<file path="src/rtl/dispatch_source.sv">
// Byte-stream instruction decoder: assembles RUN/SPK/SNC/CLR instructions from the
// host link and executes them on the network core, back-pressuring the link meanwhile.
module dispatch_source #(
    parameter  int unsigned NUM_INP = 8,
    parameter  int unsigned CHG_W   = 8,
    parameter  int unsigned RUN_W   = 16,
    localparam int unsigned IDX_W   = (NUM_INP > 1) ? $clog2(NUM_INP) : 1
) (
    input  logic             clk,
    input  logic             arstn,
    input  logic [7:0]       rx_data,
    input  logic             rx_valid,
    output logic             rx_ready,
    output logic             net_inp_en,
    output logic [IDX_W-1:0] net_inp_idx,
    output logic [CHG_W-1:0] net_inp_chg,
    output logic             net_run,
    output logic             net_clr,
    output logic [1:0]       snk_flags,
    output logic             snk_valid,
    input  logic             snk_ready,
    output logic             err_idx
);

    localparam int unsigned SPK_B = (2 + IDX_W + CHG_W + 7) / 8;
    localparam int unsigned RUN_B = (2 + RUN_W + 7) / 8;
    localparam int unsigned MAX_B = (SPK_B > RUN_B) ? SPK_B : RUN_B;
    localparam int unsigned SH_W  = MAX_B * 8;
    localparam int unsigned BC_W  = $clog2(MAX_B + 1);

    typedef enum logic [1:0] {OP_RUN = 2'd0, OP_SPK = 2'd1, OP_SNC = 2'd2, OP_CLR = 2'd3} op_t;
    typedef enum logic [1:0] {S_HDR, S_PAY, S_EXEC} state_t;

    state_t            state;
    op_t               op;
    logic [BC_W-1:0]   rem;
    logic [SH_W-9:0]   sh;
    logic [RUN_W-1:0]  cnt;

    logic              acc_c;
    logic              last_c;
    op_t               op_in_c;
    op_t               op_nxt_c;
    logic [SH_W-1:0]   word_c;
    logic [IDX_W-1:0]  spk_idx_c;
    logic [CHG_W-1:0]  spk_chg_c;
    logic [RUN_W-1:0]  run_cnt_c;
    logic              in_range_c;
    logic              unused_word;

    function automatic logic [BC_W-1:0] op_bytes(input op_t o);
        case (o)
            OP_SPK:  op_bytes = BC_W'(SPK_B);
            OP_RUN:  op_bytes = BC_W'(RUN_B);
            default: op_bytes = BC_W'(1);
        endcase
    endfunction

    // Instruction word as it stands once the current byte is shifted in.
    assign word_c      = {sh, rx_data};
    assign acc_c       = rx_valid && rx_ready;
    assign op_in_c     = op_t'(rx_data[7:6]);
    assign op_nxt_c    = (state == S_HDR) ? op_in_c : op;
    assign last_c      = acc_c && (((state == S_HDR) && (op_bytes(op_in_c) == BC_W'(1))) ||
                                   ((state == S_PAY) && (rem == BC_W'(1))));
    assign spk_idx_c   = word_c[SPK_B*8-3 -: IDX_W];
    assign spk_chg_c   = word_c[SPK_B*8-3-IDX_W -: CHG_W];
    assign run_cnt_c   = word_c[RUN_B*8-3 -: RUN_W];
    assign in_range_c  = ({1'b0, spk_idx_c} < (IDX_W+1)'(NUM_INP));
    assign unused_word = ^word_c;

    // Steps are gated by the sink so the output side never drops a timestep.
    assign net_run = (state == S_EXEC) && (op == OP_RUN) && (cnt != '0) && snk_ready;

    always_ff @(posedge clk or negedge arstn) begin
        if (!arstn) begin
            state       <= S_HDR;
            op          <= OP_RUN;
            rem         <= '0;
            sh          <= '0;
            cnt         <= '0;
            rx_ready    <= 1'b1;
            net_inp_en  <= 1'b0;
            net_inp_idx <= '0;
            net_inp_chg <= '0;
            net_clr     <= 1'b0;
            snk_flags   <= 2'b00;
            snk_valid   <= 1'b0;
            err_idx     <= 1'b0;
        end else begin
            net_inp_en <= 1'b0;
            net_clr    <= 1'b0;
            if (acc_c) sh <= word_c[SH_W-9:0];

            case (state)
                S_HDR: begin
                    if (acc_c) begin
                        op    <= op_in_c;
                        rem   <= op_bytes(op_in_c) - BC_W'(1);
                        state <= S_PAY;
                    end
                end
                S_PAY: begin
                    if (acc_c) rem <= rem - BC_W'(1);
                end
                S_EXEC: begin
                    case (op)
                        OP_SPK: begin
                            state    <= S_HDR;
                            rx_ready <= 1'b1;
                        end
                        OP_RUN: begin
                            if (snk_ready && (cnt != '0)) cnt <= cnt - RUN_W'(1);
                            if ((cnt == '0) || (snk_ready && (cnt == RUN_W'(1)))) begin
                                state    <= S_HDR;
                                rx_ready <= 1'b1;
                            end
                        end
                        default: begin
                            if (snk_ready) begin
                                snk_valid <= 1'b0;
                                snk_flags <= 2'b00;
                                state     <= S_HDR;
                                rx_ready  <= 1'b1;
                            end
                        end
                    endcase
                end
                default: state <= S_HDR;
            endcase

            // Final byte: launch execution so its first effect lands in the next cycle.
            if (last_c) begin
                state    <= S_EXEC;
                rx_ready <= 1'b0;
                case (op_nxt_c)
                    OP_SPK: begin
                        if (in_range_c) begin
                            net_inp_en  <= 1'b1;
                            net_inp_idx <= spk_idx_c;
                            net_inp_chg <= spk_chg_c;
                        end else begin
                            err_idx <= 1'b1;
                        end
                    end
                    OP_RUN: cnt <= run_cnt_c;
                    OP_SNC: begin
                        snk_valid <= 1'b1;
                        snk_flags <= 2'b01;
                    end
                    default: begin
                        net_clr   <= 1'b1;
                        snk_valid <= 1'b1;
                        snk_flags <= 2'b10;
                    end
                endcase
            end
        end
    end

endmodule

</file>
<file path="config.mk">
export PLATFORM = sky130hd
export DESIGN_NAME = dispatch_source
export DESIGN_NICKNAME = d
export VERILOG_FILES = /design/src/rtl/dispatch_source.sv
export SDC_FILE = /design/constraint.sdc
export NUM_CORES = 1
export LEC_CHECK = 0
export ABC_AREA = 1
export BUFFER_PORTS_ARGS = -buffer_cell sky130_fd_sc_hd__buf_2
export CORE_UTILIZATION = 63
export CTS_CLUSTER_DIAMETER = 30
export DETAILED_ROUTE_END_ITERATION = 10
export PLACE_DENSITY = 0.9
export SYNTH_ARGS = -nofsm -noshare
export SYNTH_HDL_FRONTEND = slang
export SYNTH_SLANG_ARGS = --single-unit
</file>
<file path="constraint.sdc">
create_clock -name clk -period 2.3 [get_ports clk]
set_input_delay 0.46 -clock clk [delete_from_list [all_inputs] [get_ports clk]]
set_output_delay 0.46 -clock clk [all_outputs]
set_load 0.01 [all_outputs]
</file>
==> results.yml, run 1 <==
min_path:
  hold_path.class: "in2async"
synth:
  syn_avg_cell_area_um2: 8.20
  synth_edf_count: 0
  yosys.area_share.simple: 0.286
  postSynthCellCount: 348
  synth_area_um2: 2860
  synth_warnings: 0
  synth_compound_area_frac: 0.136
  postSynth.asyncResetShare: 1.00
  synth_top_area_cell: "dfrtp_1"
  ys_top_cells_by_count: "90 x nand2_1, 52 x dfrtp_1, 46 x inv_1"
  ys.flop_type: "dfrtp_1"
  ys_types: 33
  syn-num-nets: 364
  synth_xor_area_frac: 0.00307
  synth_top_family_by_area: "simple AND/OR/NAND/NOR gates"
  ys_seq_area_frac: 0.465
  yosysMostFrequentCell: "nand2_1"
  synth_top_area_share: 0.456
  synth_mux_area_frac: 0
  yosys-top-cells-area: "dfrtp_1 46%, nand2_1 12%, inv_1 6.0%"
  ys_ff_latch: 53
  synth-adder-area-share: 0.0175
critical_path:
  crit_path_end_kind: "primary output"
  timing.rr.end: "cnt[6]"
  ff2ff_setup_slack_ns: 0.47
  crit_fanout: 12
  timing.rr.start: "state[0]"
  worst_ep_required_time_ns: 1.84
  ff2ff_path_depth: 8
  critPathSlowestCell: "dfrtp_1"
  critical_path_class: "reg2out"
  max_stage_delay_ns: 0.42
  cp-start-kind: "flop"
  crit_chain: "inv_1 -> ha_1 -> nand2_1 -> nor2_2 -> nand2_2 -> nand2_4 -> nor2_4 -> buf_2"
  cp.arrival_ns: 1.70
drt:
  vias: 2309
  drt-pass1-iter-count: 4
  drt-wirelength-per-cell_um: 13.0
  drtIter0Drc: 155
  via_per_inst: 5.34
  drc: 0
  ant_nets: 0
  drt_wl_total_mm: 5.63
cells_and_area:
  drive_gt1_frac: 0.239
  final_util: 0.714
  antenna_cells: 0
  syn2layout_area_growth_pct: 8.90
  nNetsFinal: 395
  fin_area_um2: 3110
timing:
  fmax_mhz: 463
  setup_violations: 0
  timing.final.crit_share: 0.938
  min_period_ns: 2.16
  maxSlewViolCount: 0
  maxSlewHeadroom: 0.556
  worst_slew_pin_slew_ns: 0.666
  finClkSkew_ns: 0.00711
  hold_viol: 0
  setup_tns_ns: 0
  rsz0062_at_grt: "false"
power:
  vdd_drop_max_v: 0.000932
  power.density_nw_per_um2: 1160
  p_switching_mw: 1.52
  p_clk_frac: 0.138
  leakagePower_nw: 1.63
  internal_power_mw: 2.08
  swShare: 0.422
  comb_power_share: 0.399
  seq_power_share: 0.463
floorplan:
  die_h_um: 69.3
  core_area_um2: 4350
  die-width_um: 69.3
  ios: 31
  num_rows: 24
  die_area_um2: 4810
  initial_core_util: 0.656
cts:
  cts_tree: "built"
  cts_buffer_depth: 2
  clk_latency_ns: 0.30
  cts_made_buffers: 5
  cts_root_buffer: "clkbuf_8"
  clkSinkCount: 53
  postCtsSetupBuffers: 0
  ctsHoldBuffers: 0
  clk_pin_slew_ns: 0.09
  htreeDepth: 2
global_routing:
  grt_max_degree: 32
  grt_pass1_wl_mm: 10.1
  grt_antenna_before_repair: 0
  gr-total-overflow: 0
  grt_pass1_vias: 2247
  grt_usage: 0.262
place:
  dpl.hpwl_mm: 4.31
  gp_congestion: 0.927
  io_buffers: 29
  dpl-instance-area_um2: 3020
run:
  cap_violations: 0
run_status:
  status: "complete, no violations"
[power by group through the flow]
stage               logic [mW]  clock network (mW)  registers (mW)
floorplan                 1.01                   0            1.67
global placement          1.37                   0            1.66
global route              1.64               0.527            1.72
finish                    1.43               0.495            1.67
detailed placement        1.43                   0            1.68
CTS                       1.44               0.498            1.66
[worst max-delay path: cells and delay by family (launching register included)]
kind,cells,cell delay [ns]
adder cells (fa/ha/maj),1,0.16
buffers and inverters,2,0.26
flip-flops,1,0.42
AND/OR/NAND/NOR,5,0.56
[registers in the layout, indices dropped and copies added, names as in the netlist]
name	flops
rem	2
snk_valid	1
rx_ready	1
net_inp_chg	8
sh	14
op	2
snk_flags	2
net_clr	1
cnt	16
net_inp_en	1
state	2
net_inp_idx	3
[stage by stage]
step | std cells | power [mW] | hold WS [ns] | worst slack (ns)
after detailed placement | 424 | 3.10 | 0.465 | 0.373
after floorplan | 348 | 2.68 | 0.164 | 0.732
after global placement | 424 | 3.03 | 0.458 | 0.438
after CTS | 432 | 3.60 | 0.200 | 0.0315
final | 432 | 3.60 | 0.181 | 0.142
after global routing | 432 | 3.89 | 0.242 | 0.0319
[repair_timing]
| item | CTS | global route |
|---|---|---|
| endpoints found under the hold margin | 0 | 0 |
| gates resized for setup | 0 | 2 |
| endpoints found under the setup margin | 0 | 1 |
[worst max path at each step]
stage | from | to | slack [ns] | depth (start not counted)
after floorplan | cnt[0] | net_run | 0.73 | 7
after CTS | cnt[0] | net_run | 0.03 | 8
after global routing | cnt[0] | net_run | 0.03 | 8
after detailed placement | cnt[0] | net_run | 0.37 | 8
final | cnt[0] | net_run | 0.14 | 8
after global placement | cnt[0] | net_run | 0.44 | 8
[layout by cell type (no fill, tap or decap), drive strengths merged, types with 2 or more instances in the layout]
| cell | Yosys | final |
|---|---|---|
| buf | 6 | 32 |
| nor3 | 5 | 5 |
| dfrtp | 52 | 52 |
| o21ai | 42 | 42 |
| o21bai | 2 | 2 |
| nand4 | 4 | 4 |
| nand2 | 96 | 96 |
| a21oi | 10 | 10 |
| clkinv | 1 | 3 |
| inv | 48 | 48 |
| nand3 | 24 | 24 |
| ha | 4 | 4 |
| nor2 | 44 | 44 |
| clkbuf | 2 | 6 |
[routing by layer]
metal,up-vias,track usage,share of wire
li1,1164,-,-
met1,1082,0.376,0.48
met2,56,0.415,0.47
met3,7,0.0581,0.043
met4,0,0.0544,0.0091
met5,-,0,0
[logic make-up after synthesis]
logic type | count (synthesis)
xor gates and xnor gates | 1
buffers and inverters | 57
and+or+nand+nor | 174
other | 1
adders and majority gates | 4
AOI/OAI and AO/OA | 58
DFF | 53
[cell type report]
class | instances | area, µm²
inverters | 49 | 189
flip-flops and latches | 53 | 1330
well taps | 52 | 65.1
multi-input cells | 238 | 1280
clock buffers | 6 | 72.6
clock inverters | 2 | 10.0
repair buffers | 32 | 168
fillers | 307 | 1240
No activity file was read; power rests on OpenSTA's default activity.
==> run 2, diff against run 1 <==
REMOVE_ABC_BUFFERS = 1   (was not set)
==> run 2 against run 1 <==
Sequential power hardly changed. Die area did not move. Sequential cell count is the same. Maximum frequency fell by 1.2%. Critical path depth unchanged. Register-to-register slack gained 0.02 ns. Cell count unchanged. Clock skew is 0.0017 ns higher. Sequential share of layout area did not move. Non-clock buffer count unchanged. Hold slack worse by 0.060 ns.
==> results.yml, run 2 (same netlist as run 1, synthesis figures left out) <==
global_routing:
  grt_pass1_wl_mm: 10.1
  gr-total-overflow: 0
  grt_antenna_before_repair: 0
  grt_pass1_vias: 2195
  grt_max_degree: 27
  grt_usage: 0.265
cells_and_area:
  drive_gt1_frac: 0.239
  reg.largest.list: "cnt: 16 flops, sh: 14 flops, net_inp_chg: 8 flops"
  fin_area_um2: 3110
  top_register: "cnt"
  antenna_cells: 0
  nNetsFinal: 395
  final_common_cell: "nand2_1"
  syn2layout_area_growth_pct: 8.90
  largest_register_ffs: 16
  mostFrequentLayoutCells: "90 x nand2_1, 52 x dfrtp_1, 46 x inv_1"
timing:
  min_period_ns: 2.18
  finClkSkew_ns: 0.00885
  hold_viol: 0
  worst_slew_pin_slew_ns: 0.511
  rsz0062_at_grt: "false"
  setup_violations: 0
  maxSlewViolCount: 0
  timing.final.crit_share: 0.950
  maxSlewHeadroom: 0.659
  fmax_mhz: 458
  setup_tns_ns: 0
place:
  dpl.hpwl_mm: 4.24
  dpl-instance-area_um2: 3020
  gp_congestion: 0.960
  io_buffers: 29
drt:
  drt_wl_total_mm: 5.82
  vias: 2335
  via_per_inst: 5.41
  drt-wirelength-per-cell_um: 13.5
  drtIter0Drc: 218
  ant_nets: 0
  drt-pass1-iter-count: 5
  drc: 0
cts:
  clk_pin_slew_ns: 0.09
  cts_buffer_depth: 2
  htreeDepth: 2
  ctsHoldBuffers: 0
  clk_latency_ns: 0.30
  clkSinkCount: 53
  cts_made_buffers: 5
  cts_root_buffer: "clkbuf_8"
  cts_tree: "built"
  cts-resized-gates: 0
  postCtsSetupBuffers: 0
critical_path:
  worst_ep_required_time_ns: 1.84
  crit_path_end_kind: "primary output"
  crit_fanout: 12
  timing.rr.end: "cnt[6]"
  ff2ff_path_depth: 8
  cp.arrival_ns: 1.72
  critical_path_class: "reg2out"
  ff2ff_setup_slack_ns: 0.49
  cp-start-kind: "flop"
  timing.rr.start: "state[0]"
floorplan:
  ios: 31
  num_rows: 24
  die_area_um2: 4810
  die_h_um: 69.3
  core_area_um2: 4350
  die-width_um: 69.3
  initial_core_util: 0.656
run_status:
  status: "complete, no violations"
power:
  power.density_nw_per_um2: 1160
  finalPower_mw: 3.61
  leakagePower_nw: 1.63
  vdd_drop_max_v: 0.000612
min_path:
  hold_path.class: "in2async"
run:
  cap_violations: 0
## run 2: power breakdown
group,switching [mW],internal [mW],total (mW)
sequential,0.318,1.35,1.66
combinational,0.920,0.524,1.44
clock,0.290,0.212,0.501
## run 2: layout make-up
cell class / instances / area (µm²)
clock inverter: 2 / 10.0
fill: 335 / 1240
multi-input combinational: 238 / 1280
clock buffer: 6 / 72.6
timing repair buffer: 32 / 168
inverter: 49 / 189
sequential: 53 / 1330
tap: 52 / 65.1
## run 2: worst max-delay path: stages (launching register included)
cell and delay (ns):
dfrtp_1 0.42, inv_1 0.13, ha_1 0.18, nand2_1 0.07, nor2_2 0.15, nand2_2 0.11
nand2_4 0.16, nor2_4 0.07, buf_2 0.14
## run 2: layer usage
layer,up-vias,GRT usage,part of all wire
li1,1158,-,-
met1,1087,0.384,0.46
met2,77,0.402,0.46
met3,13,0.0552,0.059
met4,0,0.0816,0.016
met5,-,0,0
## run 2: worst max-delay path by stage
stage          slack [ns]  cells past startpoint  endpoint  startpoint
2_1_floorplan        0.33                      8    cnt[6]    rx_valid
3_3_place_gp         0.44                      8   net_run      cnt[0]
3_5_place_dp         0.36                      8   net_run      cnt[0]
4_1_cts              0.01                      8   net_run      cnt[0]
5_1_grt             0.009                      8   net_run      cnt[0]
6_report             0.12                      8   net_run      cnt[0]
## run 2: per-stage QoR
step | hold WS (ns) | setup WS [ns] | utilization | std cells
global route | 0.144 | 0.00875 | 0.714 | 432
global placement | 0.450 | 0.442 | 0.693 | 424
CTS | 0.131 | 0.0136 | 0.712 | 432
finish | 0.121 | 0.115 | 0.714 | 432
detailed placement | 0.453 | 0.356 | 0.693 | 424
floorplan | 0.164 | 0.330 | - | 340
==> run 3, diff against run 2 <==
PLACE_DENSITY = 0.95   (was 0.9)
==> run 3 against run 2 <==
Register-to-register slack better by 0.04 ns. Sequential share of layout area stayed put. Sequential power hardly changed. Cell count stayed put. Wire length is 2.8% lower. Maximum frequency is 1.8% higher. Count of clock-buffer cells in the layout stayed put. Critical path type unchanged.
==> results.yml, run 3 (same netlist as run 1, synthesis figures left out) <==
run_status:
  status: "complete, no violations"
cells_and_area:
  final_util: 0.714
  top_register: "cnt"
  reg.largest.list: "cnt: 16 flops, sh: 14 flops, net_inp_chg: 8 flops"
  drive_gt1_frac: 0.239
  antenna_cells: 0
  final_common_cell: "nand2_1"
  syn2layout_area_growth_pct: 8.90
  instances_no_fill: 432
  fin_area_um2: 3110
  largest_register_ffs: 16
  mostFrequentLayoutCells: "90 x nand2_1, 52 x dfrtp_1, 46 x inv_1"
  nNetsFinal: 395
cts:
  cts_buffer_depth: 2
  cts_root_buffer: "clkbuf_8"
  htreeDepth: 2
  clkSinkCount: 53
  postCtsSetupBuffers: 0
  clk_pin_slew_ns: 0.09
  cts_tree: "built"
  cts_made_buffers: 5
  clk_latency_ns: 0.30
global_routing:
  grt_usage: 0.257
  grt_pass1_wl_mm: 9.83
  grt_antenna_before_repair: 0
  grt_pass1_vias: 2241
  gr-total-overflow: 0
  grt_max_degree: 54
place:
  dpl.hpwl_mm: 4.16
  io_buffers: 29
  dp_cells: 424
  dpl-instance-area_um2: 3020
  gp_congestion: 0.929
  dp_slack_ns: 0.356
drt:
  drt-pass1-iter-count: 5
  ant_nets: 0
  drc: 0
  vias: 2345
  drt_wl_total_mm: 5.65
  drtIter0Drc: 228
  via_per_inst: 5.43
  drt-wirelength-per-cell_um: 13.1
floorplan:
  ios: 31
  die_h_um: 69.3
  initial_core_util: 0.656
  die-width_um: 69.3
  die_area_um2: 4810
  num_rows: 24
  core_area_um2: 4350
critical_path:
  critical_path_class: "reg2out"
  cp.arrival_ns: 1.69
  critPathSlowestCell: "dfrtp_1"
  crit_path_end_kind: "primary output"
  max_stage_delay_ns: 0.41
  cp-start-kind: "flop"
  crit_fanout: 12
  worst_ep_required_time_ns: 1.84
  crit_chain: "inv_1 -> ha_1 -> nand2_1 -> nor2_2 -> nand2_2 -> nand2_4 -> nor2_4 -> buf_2"
timing:
  fmax_mhz: 466
  worst_slew_pin_slew_ns: 0.653
  layout_setup_ws_ns: 0.153
  min_period_ns: 2.15
  setup_tns_ns: 0
  setup_violations: 0
  rsz0062_at_grt: "false"
  whs_ns: 0.256
  maxSlewHeadroom: 0.565
  finClkSkew_ns: 0.00486
  maxSlewViolCount: 0
  hold_viol: 0
  timing.final.crit_share: 0.934
power:
  vdd_drop_max_v: 0.000698
  finalPower_mw: 3.60
  power.density_nw_per_um2: 1160
  leakagePower_nw: 1.63
min_path:
  hold_path.class: "in2async"
run:
  cap_violations: 0
## run 3: worst paths after layout
check                      startpoint       end  slack, ns  cells after the start
max reg2reg                  state[0]   cnt[10]       0.53                      9
min in group clk           rx_data[2]     sh[2]       0.36                      3
min                             arstn    sh[13]       0.26                      2
max in group asynchronous       arstn   cnt[15]       1.60                      2
min reg2reg                  rx_ready  rx_ready       0.48                      2
max                            cnt[0]   net_run       0.15                      8
## run 3: metal layers
metal | part of all wire | vias up | global-route usage
met5 | 0 | - | 0
met4 | 0.012 | 0 | 0.0771
met3 | 0.060 | 7 | 0.0436
met2 | 0.48 | 83 | 0.410
met1 | 0.45 | 1095 | 0.362
li1 | - | 1160 | -
## run 3: power breakdown
group | internal [mW] | leakage (nW) | switching [mW]
sequential | 1.35 | 0.658 | 0.322
combinational | 0.523 | 0.930 | 0.914
clock | 0.211 | 0.0450 | 0.282
total | 2.08 | 1.63 | 1.52
## run 3: timing repair
item	4_1_cts	5_1_grt
gates resized for setup	0	2
endpoints found under the setup margin	0	1
hold buffers	0	0
## run 3: critical path: cells and delay by family (launching register included)
family,cells,cell delay (ns)
fa+ha+maj,1,0.16
buf+inv,2,0.26
flops,1,0.41
simple gates,5,0.55
## run 3: cell type report
class	instances	area (µm²)
flip-flops and latches	53	1330
multi-input cells	238	1280
fillers	330	1240
inverters	49	189
repair buffers	32	168
clock buffers	6	72.6
well taps	52	65.1
clock inverters	2	10.0
